File: src/rtl/spi_pkg.sv
// Shared SPI definitions: default shift-register width and the
// transaction FSM state encoding, plus a small state helper.
package spi_pkg;

  localparam int SPI_WIDTH = 8;

  localparam logic [2:0] S_IDLE        = 3'd0;
  localparam logic [2:0] S_GET_ADDR    = 3'd1;
  localparam logic [2:0] S_GOT_ADDR    = 3'd2;
  localparam logic [2:0] S_READ_LOAD   = 3'd3;
  localparam logic [2:0] S_READ_SHIFT  = 3'd4;
  localparam logic [2:0] S_WRITE_SHIFT = 3'd5;
  localparam logic [2:0] S_WRITE_MEM   = 3'd6;
  localparam logic [2:0] S_DONE        = 3'd7;

  // A CS release in these states cuts a transaction short.
  function automatic logic abortable(input logic [2:0] s);
    return (s != S_IDLE) && (s != S_DONE);
  endfunction

endpackage

File: src/rtl/spi_bitcounter.sv
// SPI bit counter: counts SCLK edges, saturates at WIDTH.
// Ports: clk, reset (sync, high), clear, inc, done (WIDTH-th edge).
module spi_bitcounter
  import spi_pkg::*;
#(
  parameter int WIDTH = SPI_WIDTH
) (
  input  logic clk,
  input  logic reset,
  input  logic clear,
  input  logic inc,
  output logic done
);

  localparam int CW = $clog2(WIDTH) + 1;
  localparam logic [CW-1:0] LAST = CW'(WIDTH - 1);
  localparam logic [CW-1:0] FULL = CW'(WIDTH);

  logic [CW-1:0] count;

  // done marks the edge that brings the count to WIDTH
  assign done = inc && (count == LAST);

  always_ff @(posedge clk) begin
    if (reset) begin
      count <= '0;
    end else if (clear) begin
      count <= '0;
    end else if (inc && (count != FULL)) begin
      count <= count + 1'b1;
    end
  end

endmodule

File: src/rtl/spi_fsm.sv
// SPI peripheral transaction FSM with registered Moore enables.
// Ports: clk, reset, sclkPosEdge, chipSelect (low), shiftRegOut,
// srWrEn, addrLatchEn, dataMemWrEn, misoBufEn, txnAbort.
// SPI_FSM_ABORT_EN enables the txnAbort pulse; otherwise it is 0.
module spi_fsm
  import spi_pkg::*;
#(
  parameter int WIDTH = SPI_WIDTH
) (
  input  logic             clk,
  input  logic             reset,
  input  logic             sclkPosEdge,
  input  logic             chipSelect,
  input  logic [WIDTH-1:0] shiftRegOut,
  output logic             srWrEn,
  output logic             addrLatchEn,
  output logic             dataMemWrEn,
  output logic             misoBufEn,
  output logic             txnAbort
);

  logic [2:0] state;
  logic [2:0] nxt;
  logic       counting;
  logic       cnt_done;
  logic       unused_sr;

  // only the R/W bit of the shifted address matters here
  assign unused_sr = ^shiftRegOut[WIDTH-1:1];

  assign counting = (state == S_GET_ADDR)
                 || (state == S_READ_SHIFT)
                 || (state == S_WRITE_SHIFT);

  spi_bitcounter #(
    .WIDTH(WIDTH)
  ) u_cnt (
    .clk  (clk),
    .reset(reset),
    .clear(!counting),
    .inc  (sclkPosEdge && counting),
    .done (cnt_done)
  );

  always_comb begin
    nxt = state;
    case (state)
      S_IDLE:
        if (!chipSelect) nxt = S_GET_ADDR;
      S_GET_ADDR:
        if (cnt_done) nxt = S_GOT_ADDR;
      S_GOT_ADDR:
        nxt = shiftRegOut[0] ? S_READ_LOAD
                             : S_WRITE_SHIFT;
      S_READ_LOAD:
        nxt = S_READ_SHIFT;
      S_READ_SHIFT:
        if (cnt_done) nxt = S_DONE;
      S_WRITE_SHIFT:
        if (cnt_done) nxt = S_WRITE_MEM;
      S_WRITE_MEM:
        nxt = S_DONE;
      S_DONE:
        nxt = S_DONE;
      default:
        nxt = S_IDLE;
    endcase
    // CS release beats any pending edge or transition
    if (chipSelect && (state != S_IDLE)) nxt = S_IDLE;
  end

  // enables are decoded from the next state so they are
  // registered yet line up with the state they belong to
  always_ff @(posedge clk) begin
    if (reset) begin
      state       <= S_IDLE;
      srWrEn      <= 1'b0;
      addrLatchEn <= 1'b0;
      dataMemWrEn <= 1'b0;
      misoBufEn   <= 1'b0;
    end else begin
      state       <= nxt;
      srWrEn      <= (nxt == S_READ_LOAD);
      addrLatchEn <= (nxt == S_GOT_ADDR);
      dataMemWrEn <= (nxt == S_WRITE_MEM);
      misoBufEn   <= (nxt == S_READ_SHIFT);
    end
  end

`ifdef SPI_FSM_ABORT_EN
  logic abort_q;

  always_ff @(posedge clk) begin
    if (reset) begin
      abort_q <= 1'b0;
    end else begin
      abort_q <= chipSelect && abortable(state);
    end
  end

  assign txnAbort = abort_q;
`else
  assign txnAbort = 1'b0;
`endif

endmodule

File: config.mk
export PLATFORM = sky130hd
export DESIGN_NAME = spi_fsm
export DESIGN_NICKNAME = d
export VERILOG_FILES = /design/src/rtl/spi_pkg.sv /design/src/rtl/spi_bitcounter.sv /design/src/rtl/spi_fsm.sv
export SDC_FILE = /design/constraint.sdc
export NUM_CORES = 1
export LEC_CHECK = 0
export BUFFER_PORTS_ARGS = -buffer_cell sky130_fd_sc_hd__buf_2
export CORE_AREA = 2 2 39 41
export CTS_BUF_LIST = sky130_fd_sc_hd__clkbuf_8
export CTS_CLUSTER_SIZE = 20
export DETAILED_ROUTE_END_ITERATION = 10
export DIE_AREA = 0 0 41 43
export GPL_TIMING_DRIVEN = 0
export MAX_ROUTING_LAYER = met4
export PLACE_DENSITY = 0.68
export SLEW_MARGIN = 20
export SYNTH_ARGS = -nofsm -noshare
export SYNTH_HDL_FRONTEND = slang
export SYNTH_SLANG_ARGS = --single-unit
File: constraint.sdc
create_clock -name clk -period 3.1 [get_ports clk]
set_clock_uncertainty 0.05 [all_clocks]
set_input_delay 0.62 -clock clk [delete_from_list [all_inputs] [get_ports clk]]
set_output_delay 0.62 -clock clk [all_outputs]
set_load 0.01 [all_outputs]
==> results of run 1 <==
## cell families (layout without fill, tap and decap cells)
kind of cell               Yosys count  after routing  share of synthesized area
AOI/OAI and AO/OA                    7              7                      0.120
buffers and inverters                3             15                     0.0267
and+or+nand+nor                     23             23                      0.327
adders and majority gates            2              2                     0.0445
other                                1              1                    0.00668
muxes                                2              2                     0.0356
xor gates and xnor gates             3              3                     0.0468
DFF                                 11             11                      0.392
## cell type report
type,instances,share of cell area
buffer,1,0.0113
clock buffer,3,0.0619
clock inverter,1,0.00563
inverter,2,0.0113
multi-input combinational,38,0.490
sequential,11,0.330
tap,16,0.0300
timing repair buffer,8,0.0600
## synth_stat cells (2+ instances only)
cell type  count
dfxtp_1       11
nor3_1         2
nand3b_1       2
ha_1           2
nor2_1         4
nand3_1        2
mux2i_1        2
inv_1          2
xor2_1         2
## flip-flops by register name, indices dropped and copies added (netlist names)
signal	cells
addrLatchEn	1
misoBufEn	1
state	3
dataMemWrEn	1
srWrEn	1
u_cnt.count	4
## path summary, 6_finish.rpt
kind	startpoint	endpoint	slack (ps)	cells after the start
setup / recovery	u_cnt.count[1]	dataMemWrEn	1570	5
hold / removal	u_cnt.count[1]	u_cnt.count[1]	510	2
setup reg to reg	u_cnt.count[1]	dataMemWrEn	1570	5
hold reg to reg	u_cnt.count[1]	u_cnt.count[1]	510	2
## power groups by stage
stage / Combinational [mW] / Clock [mW] / Sequential (mW)
3_5_place_dp: 0.0156 / 0 / 0.147
2_1_floorplan: 0.00849 / 0 / 0.146
4_1_cts: 0.0156 / 0.142 / 0.144
3_3_place_gp: 0.0152 / 0 / 0.147
6_report: 0.0156 / 0.137 / 0.144
5_1_grt: 0.0171 / 0.147 / 0.144
## worst max-delay path, cell delays in order (launching register included)
cell and delay, ps:
dfxtp_1 360, ha_1 200, and3b_1 190, a31oi_2 130, nor4_4 290, nor4b_4 230
## per-layer routing
metal | global-route usage | wire (microns)
met5 | - | 0
met1 | 0.173 | 402
met4 | 0.140 | 42
met3 | 0.0157 | 39
met2 | 0.188 | 404
==> impl_metrics.py, run 1 <==
metrics = {
    "critical_path": {
        "critPathKind": "reg -> reg",
        "arrival_ps": 1630,
        "critPathRequiredTime_ps": 3200,
        "timing.critical_path.to_type": "flip-flop",
        "start_kind": "flip-flop",
        "cp_max_fo": 4,
    },
    "layout": {
        "layoutNonFillerInstCount": 80,
        "stdcell_area_sq_um": 667,
        "n_fill_cell": 124,
        "multi_input_comb_area_sq_um": 327,
        "regArea_sq_um": 220,
        "flow.area_growth_from_synthesis_pct": 18.7,
        "layout.cells.most_common_list": "dfxtp_1, buf_2, nor2_1",
        "final_common_cell": "dfxtp_1",
        "nNetsFinal": 79,
        "n_antenna_cell": 0,
        "drive_gt1_frac": 0.313,
        "post-route-util": 0.482,
    },
    "worst_hold_path": {
        "holdCritPathClass": "reg -> reg",
    },
    "grt": {
        "grt_pass1_wl_microns": 1570,
        "grt-ovfl-total": 0,
        "grt_start_max_net_pins": 9,
        "grt_antenna_before_repair": 0,
        "grt_use_total": 0.142,
        "grt_pass1_vias": 380,
    },
    "timing": {
        "min_period_ps": 1530,
        "rsz_0062_raised_after_global_routing": "no",
        "post-route-worst-setup-slack_ps": 1570,
        "max_freq_mhz": 654,
        "hold_slack_ps": 505,
        "tns_ps": 0,
        "final_hold_viol_count": 0,
        "post-route-period-util": 0.493,
        "timing.final.max_slew_violations": 0,
        "setup-violations-final": 0,
    },
    "pwr": {
        "static_leakage_power_nw": 0.297,
        "power.sequential.fraction": 0.485,
        "power.share.combinational": 0.053,
        "power.share.clock": 0.462,
        "intPower_mw": 0.236,
        "power_per_cell_area_nw_per_um2": 445,
        "fin_total_pwr_mw": 0.297,
        "switching_pwr_mw": 0.0605,
        "p_sw_frac": 0.204,
        "irDropWorstVdd_mv": 0.280,
    },
    "floorplanning": {
        "die_x_microns": 41,
        "std_cell_rows": 14,
        "initial_core_utilization": 0.406,
        "die_height_microns": 43,
        "die-area_sq_um": 1760,
        "core_box_area_sq_um": 1380,
        "ioPinCount": 17,
    },
    "clock_network": {
        "tritoncts": "done",
        "post_cts_hold_buffers": 0,
        "cts_htree_levels": 1,
        "clk-insertion-delay-late_ps": 240,
        "clock_path_buffers": 2,
        "numClockSinks": 11,
        "numCtsBuffers": 3,
        "clkSlewWorstSetupHoldPaths_ps": 50,
        "ctsRootBufferMaster": "clkbuf_8",
        "post-cts-setup-buffer-count": 0,
        "cells_resized_by_post_cts_repair": 0,
    },
    "run": {
        "cap_violations": 0,
    },
    "placed_design": {
        "hpwl_microns": 696,
        "port-buffer-count": 8,
        "placedCellCount": 76,
        "placedInstanceArea_sq_um": 622,
        "gpl.final_weighted_congestion": 0.714,
        "pre_cts_slack_ps": 1400,
    },
    "synthesis": {
        "post_syn_instances": 52,
        "synth.lib_cells_used.distinct": 32,
        "yosys-top-cells-area": "dfxtp_1, ha_1, nor4b_4",
        "synthDominantCellAreaShare": 0.392,
        "yosysSeqAreaShare": 0.392,
        "synth.ff_latch_count": 11,
        "ys.flop_type": "dfxtp_1",
        "synth_largest_area_cell": "dfxtp_1",
        "syn-mean-instance-area_sq_um": 10.8,
        "synthesis.area_sq_um": 562,
        "synth_nets": 66,
        "share_of_flip_flops_with_an_asynchronous_set_or_reset_after_synthesis": 0,
        "synth_edf_count": 0,
        "yosys_warnings": 0,
    },
    "status": {
        "outcome": "finished, final reports clean",
    },
    "detailed_routing": {
        "routed_via_density": 5.06,
        "totalWireLength_microns": 888,
        "initialDrtViolationCount": 3,
        "drcViolationCount": 0,
        "detailroute.via_count": 405,
        "firstDrtPassIters": 3,
        "wl_per_cell_microns": 11.1,
        "drt.antenna.violating_nets": 0,
    },
}
(Power assumes the default switching activity.)
==> inputs of run 2 (changes only) <==
==> constraint.sdc (replaced) <==
create_clock -name clk -period 1.5 [get_ports clk]
set_clock_uncertainty 0.05 [all_clocks]
set_input_delay 0.3 -clock clk [delete_from_list [all_inputs] [get_ports clk]]
set_output_delay 0.3 -clock clk [all_outputs]
set_load 0.01 [all_outputs]
==> run 2 against run 1 <==
  * Wire length increased by 6.9%
  * Combinational power rose by 110%
  * Worst setup slack got worse by 1500 ps
  * Final cell count grew 2.5%
  * Hold slack got worse by 230 ps
  * Fmax rose by 4.7%
  * Critical path depth unchanged
  * Cell area increased by 6.2%
  * Clock power grew 110%
  * Critical path type unchanged
  * Largest cell class unchanged
==> impl_metrics.py, run 2 (synthesized netlist as in run 1, its figures left out) <==
metrics = {
    "status": {
        "outcome": "finished, final reports clean",
    },
    "layout": {
        "post-route-util": 0.512,
        "register_bank_with_the_most_flops": "u_cnt.count",
        "number_of_flip_flops_in_the_largest_register": 4,
        "n_antenna_cell": 0,
        "drive_gt1_frac": 0.409,
        "nNetsFinal": 81,
        "n_fill_cell": 121,
        "layout.cells.most_common_list": "dfxtp_1, buf_2, nor2_1",
        "stdcell_area_sq_um": 708,
        "top_regs": "u_cnt.count (4), state (3)",
        "flow.area_growth_from_synthesis_pct": 26.1,
    },
    "grt": {
        "grt_start_max_net_pins": 9,
        "grt_busiest_layer": "met2",
        "met2_usage": 0.197,
        "grt_use_total": 0.149,
        "grt_pass1_wl_microns": 1660,
        "grt_antenna_before_repair": 0,
        "grt_pass1_vias": 412,
        "grt.met1_usage": 0.183,
        "grt-ovfl-total": 0,
        "use_met3": 0.0157,
    },
    "pwr": {
        "power.sequential.fraction": 0.483,
        "switching_pwr_mw": 0.128,
        "fin_total_pwr_mw": 0.616,
        "power.share.combinational": 0.054,
        "power.share.clock": 0.463,
        "static_leakage_power_nw": 0.305,
        "intPower_mw": 0.488,
        "p_sw_frac": 0.208,
        "power_per_cell_area_nw_per_um2": 870,
        "irDropWorstVdd_mv": 0.578,
    },
    "timing": {
        "post-route-worst-setup-slack_ps": 41.0,
        "post-route-period-util": 0.973,
        "max_freq_mhz": 685,
        "setup-violations-final": 0,
        "final_hold_viol_count": 0,
        "rsz_0062_raised_after_global_routing": "yes",
        "timing.final.max_slew_violations": 0,
        "tns_ps": 0,
        "min_period_ps": 1460,
    },
    "placed_design": {
        "hpwl_microns": 696,
        "placedInstanceArea_sq_um": 622,
        "pre_cts_slack_ps": -9.76,
        "port-buffer-count": 8,
        "gpl.final_weighted_congestion": 0.714,
    },
    "floorplanning": {
        "die-area_sq_um": 1760,
        "die_height_microns": 43,
        "core_box_area_sq_um": 1380,
        "die_x_microns": 41,
        "std_cell_rows": 14,
        "initial_core_utilization": 0.406,
        "ioPinCount": 17,
    },
    "detailed_routing": {
        "detailroute.via_count": 416,
        "routed_via_density": 5.07,
        "totalWireLength_microns": 949,
        "drt.antenna.violating_nets": 0,
        "wl_per_cell_microns": 11.6,
        "initialDrtViolationCount": 6,
        "drcViolationCount": 0,
        "firstDrtPassIters": 3,
    },
    "critical_path": {
        "critPathRequiredTime_ps": 1570,
        "timing.critical_path.to_type": "flip-flop",
        "critPathKind": "reg -> reg",
        "start_kind": "flip-flop",
        "cp_max_fo": 3,
        "arrival_ps": 1530,
    },
    "clock_network": {
        "clk-insertion-delay-late_ps": 240,
        "post_cts_hold_buffers": 0,
        "ctsRootBufferMaster": "clkbuf_8",
        "numClockSinks": 11,
        "numCtsBuffers": 3,
        "clock_path_buffers": 2,
        "tritoncts": "done",
        "clkSlewWorstSetupHoldPaths_ps": 50,
        "cts_htree_levels": 1,
    },
    "run": {
        "cap_violations": 0,
    },
    "worst_hold_path": {
        "holdCritPathClass": "in -> reg",
    },
}
run 2: cell types whose count changed in the layout (fill, tap and decap cells not counted), sizes merged:
cell	change
buf	+2
run 2: power by group through the flow:
stage | clock network (mW) | registers [mW] | logic (mW)
floorplan | 0 | 0.302 | 0.0175
global placement | 0 | 0.303 | 0.0314
detailed placement | 0 | 0.303 | 0.0321
CTS | 0.294 | 0.297 | 0.0332
global route | 0.303 | 0.297 | 0.0361
finish | 0.285 | 0.297 | 0.0332
run 2: timing repair:
action | 4_1_cts | 5_1_grt
setup buffers | 1 | 1
pin swaps | 1 | 3
gates resized for setup | 6 | 1
endpoints found under the setup margin | 3 | 2
run 2: area by class of cell:
cell class	instances	area, sq um	area share
Multi-Input combinational cell	38	349	0.493
Sequential cell	11	224	0.316
Timing Repair Buffer	10	55.1	0.0777
Clock buffer	3	41.3	0.0583
Tap cell	16	20.0	0.0283
Buffer	1	7.51	0.0106
Inverter	2	7.51	0.0106
Clock inverter	1	3.75	0.00530
run 2: through the flow:
step           std cells  hold slack (ps)
6_report              82              275
5_1_grt               82              264
3_5_place_dp          76              503
3_3_place_gp          76              496
4_1_cts               81              264
2_1_floorplan         52              321
run 2: routing by layer:
metal	vias to the layer above	part of all wire
met2	6	0.48
met3	5	0.033
met5	-	0
met4	0	0.041
li1	217	-
met1	188	0.44
run 2: critical path, cell delays in order (launching register included):
cell and delay, ps:
dfxtp_2 350, ha_4 140, and3b_2 210, a31oi_4 100
buf_4 140, o311a_2 360
run 2: final timing paths:
check / startpoint / end / slack, ps / cells past startpoint
worst max-delay path: u_cnt.count[1] / misoBufEn / 40 / 5
worst min-delay path: reset / state[0] / 270 / 2
worst max register to register: u_cnt.count[1] / misoBufEn / 40 / 5
worst min register to register: u_cnt.count[3] / u_cnt.count[3] / 520 / 2
==> inputs of run 3 (changes only) <==
--- a/config.mk
+++ b/config.mk
@@ -13,8 +13,8 @@
 export DIE_AREA = 0 0 41 43
 export GPL_TIMING_DRIVEN = 0
 export MAX_ROUTING_LAYER = met4
-export PLACE_DENSITY = 0.68
 export SLEW_MARGIN = 20
 export SYNTH_ARGS = -nofsm -noshare
 export SYNTH_HDL_FRONTEND = slang
+export SYNTH_HIERARCHICAL = 1
 export SYNTH_SLANG_ARGS = --single-unit
==> run 3 against run 2 <==
  * The run now ends with negative setup slack left
  * Worst setup slack got worse by 58 ps
  * Critical path depth rose by 2
  * Synthesized area fell by 11%
  * Clock-buffer cell count did not move
  * Global-route usage fell by 0.18 points
  * Synthesized cell count rose by 7.7%
  * Total power rose by 1.1%
  * Die area did not move
==> impl_metrics.py, run 3 <==
metrics = {
    "layout": {
        "top_regs": "u_cnt/count (4), state (3)",
        "number_of_flip_flops_in_the_largest_register": 4,
        "regArea_sq_um": 231,
        "multi_input_comb_area_sq_um": 293,
        "n_antenna_cell": 0,
        "flow.area_growth_from_synthesis_pct": 40.4,
        "nNetsFinal": 90,
        "drive_gt1_frac": 0.413,
        "n_fill_cell": 153,
        "register_bank_with_the_most_flops": "u_cnt/count",
        "layout.cells.most_common_list": "buf_4, dfxtp_1, buf_2",
    },
    "floorplanning": {
        "std_cell_rows": 14,
        "core_box_area_sq_um": 1380,
        "die_x_microns": 41,
        "initial_core_utilization": 0.361,
        "die-area_sq_um": 1760,
        "ioPinCount": 17,
        "die_height_microns": 43,
    },
    "grt": {
        "grt_antenna_before_repair": 0,
        "grt_pass1_wl_microns": 1590,
        "grt_use_total": 0.147,
        "grt-ovfl-total": 0,
        "grt_start_max_net_pins": 8,
        "grt_pass1_vias": 383,
    },
    "synthesis": {
        "synth_top_family_by_area": "simple AND/OR/NAND/NOR gates",
        "synth.lib_cells_used.distinct": 25,
        "synth_compound_area_frac": 0.0927,
        "synth_edf_count": 0,
        "synth_simple_gate_area_share": 0.293,
        "synthesis.area_sq_um": 499,
        "synth-adder-area-share": 0.0501,
        "synth_largest_area_cell": "dfxtp_1",
        "synth_commonest_cells": "dfxtp_1, nand2_1, nor2_1",
        "syn-mean-instance-area_sq_um": 8.91,
        "share_of_flip_flops_with_an_asynchronous_set_or_reset_after_synthesis": 0,
        "yosysSeqAreaShare": 0.441,
        "yosys.cell_count.top_type": "dfxtp_1",
        "synth_nets": 70,
        "yosys_warnings": 6,
        "ys.flop_type": "dfxtp_1",
        "synth_xor_area_frac": 0.0175,
        "post_syn_instances": 56,
        "synth.ff_latch_count": 11,
        "synthDominantCellAreaShare": 0.441,
        "post_synth_mux_area_share": 0.0602,
        "yosys-top-cells-area": "dfxtp_1, mux2i_1, nand2_1",
    },
    "pwr": {
        "fin_total_pwr_mw": 0.622,
        "static_leakage_power_nw": 0.306,
        "irDropWorstVdd_mv": 0.527,
        "power_per_cell_area_nw_per_um2": 888,
    },
    "clock_network": {
        "clock_path_buffers": 2,
        "ctsRootBufferMaster": "clkbuf_8",
        "clk-insertion-delay-late_ps": 240,
        "tritoncts": "done",
        "clkSlewWorstSetupHoldPaths_ps": 50,
        "numCtsBuffers": 3,
        "numClockSinks": 11,
        "post_cts_hold_buffers": 0,
        "cts_htree_levels": 1,
    },
    "critical_path": {
        "crit_buf_inv": 0,
        "start_kind": "flip-flop",
        "path_cells": "o21bai_4 -> nor2_4 -> nand2_2 -> nor3b_2 -> or4b_1 -> o21ai_2 -> and2_1",
        "setup.reg_to_reg.worst_slack_ps": -20,
        "timing.critical_path.from": "state[2]",
        "arrival_ps": 1650,
        "worst_r2r_startpoint": "state[2]",
        "slowest_delay_ps": 490,
        "critical_path.reg2reg.endpoint": "misoBufEn",
        "critPathTopFamily": "simple AND/OR/NAND/NOR gates",
        "critPathKind": "reg -> reg",
        "crit_path_top_delay_cell": "or4b_1",
        "critPathRequiredTime_ps": 1630,
        "cp_max_fo": 3,
        "ff2ff_path_depth": 7,
        "timing.critical_path.to_type": "flip-flop",
    },
    "detailed_routing": {
        "drt.antenna.violating_nets": 0,
        "drcViolationCount": 0,
        "detailroute.via_count": 445,
        "routed_via_density": 4.89,
        "firstDrtPassIters": 2,
        "initialDrtViolationCount": 5,
        "wl_per_cell_microns": 11.0,
        "totalWireLength_microns": 1000,
    },
    "timing": {
        "min_period_ps": 1520,
        "final_hold_viol_count": 0,
        "timing.final.max_slew_violations": 0,
        "post-route-worst-setup-slack_ps": -16.7,
        "setup-violations-final": 2,
        "post-route-period-util": 1.01,
        "max_freq_mhz": 659,
        "rsz_0062_raised_after_global_routing": "yes",
        "hold_slack_ps": 244,
    },
    "placed_design": {
        "hpwl_microns": 629,
        "port-buffer-count": 8,
        "gpl.final_weighted_congestion": 0.640,
    },
    "status": {
        "outcome": "finished, violations left",
        "failed_checks": "negative setup slack",
    },
    "worst_hold_path": {
        "worstHoldPathCells": 2,
        "worstHoldEndpoint": "u_cnt/count[3]",
        "holdCritPathClass": "in -> reg",
        "hold_path.startpoint": "reset",
    },
    "run": {
        "cap_violations": 0,
    },
}
[run 3: cell types whose count changed after synthesis, sizes merged, moves of 2 or more]
cell    previous run  this run
a21oi              1         3
and3b              2         0
and2               0         2
nand3              2         0
o21ai              1         4
nand2              0         7
nand3b             2         0
nor3b              0         2
[run 3: how the worst max path moves through the flow]
stage                endpoint  slack, ps  cells after the start
floorplan           misoBufEn        0.2                      7
global placement    misoBufEn       -120                      7
detailed placement  misoBufEn       -130                      7
CTS                 misoBufEn        -10                      7
global route        misoBufEn        -80                      7
finish              misoBufEn        -20                      7
[run 3: kinds of logic (layout without fill, tap and decap cells)]
logic type | Yosys count | after routing
DFF | 11 | 11
buffers and inverters | 4 | 23
xor gates and xnor gates | 1 | 1
and+or+nand+nor | 26 | 26
AOI/OAI and AO/OA | 8 | 8
muxes | 3 | 3
other | 1 | 1
adders and majority gates | 2 | 2
[run 3: what timing repair did]
item                                    CTS  global route
pin swaps                                 5             2
endpoints found under the setup margin    5             4
buffers inserted                          5             2
resized for setup                         7             2
[run 3: stage by stage]
| stage | utilization | TNS [ps] | cell area (sq um) | std cells | setup slack, ps |
|---|---|---|---|---|---|
| 2_1_floorplan | - | 0 | 515 | 56 | 0.213 |
| 4_1_cts | 0.491 | -11.9 | 679 | 89 | -11.9 |
| 3_3_place_gp | 0.416 | -372 | 576 | 80 | -120 |
| 3_5_place_dp | 0.416 | -393 | 576 | 80 | -128 |
| 5_1_grt | 0.506 | -208 | 701 | 91 | -80.5 |
| 6_report | 0.506 | -29.8 | 701 | 91 | -16.7 |
[run 3: power by group]
group	total (mW)	internal [mW]	switching [mW]
logic	0.0425	0.0214	0.0212
clock network	0.288	0.179	0.108
registers	0.292	0.290	0.00194
[run 3: area by class of cell]
cell class | instances | share of cell area
multi-input combinational | 41 | 0.418
sequential | 11 | 0.330
timing repair buffer | 15 | 0.132
clock buffer | 3 | 0.0589
tap | 16 | 0.0286
inverter | 3 | 0.0161
buffer | 1 | 0.0107
clock inverter | 1 | 0.00536
[run 3: worst register-to-register path: cells and delay by family, from the launching register on]
kind / cells / cell delay, ps
AO/OA/AOI/OAI: 2 / 250
flip-flops: 1 / 350
AND/OR/NAND/NOR: 5 / 820
[run 3: layer usage]
metal | track usage | wire [microns] | share of wire
met1 | 0.132 | 350 | 0.35
met3 | 0.0942 | 57 | 0.057
met2 | 0.234 | 574 | 0.57
met5 | - | 0 | 0
met4 | 0.0600 | 19 | 0.019
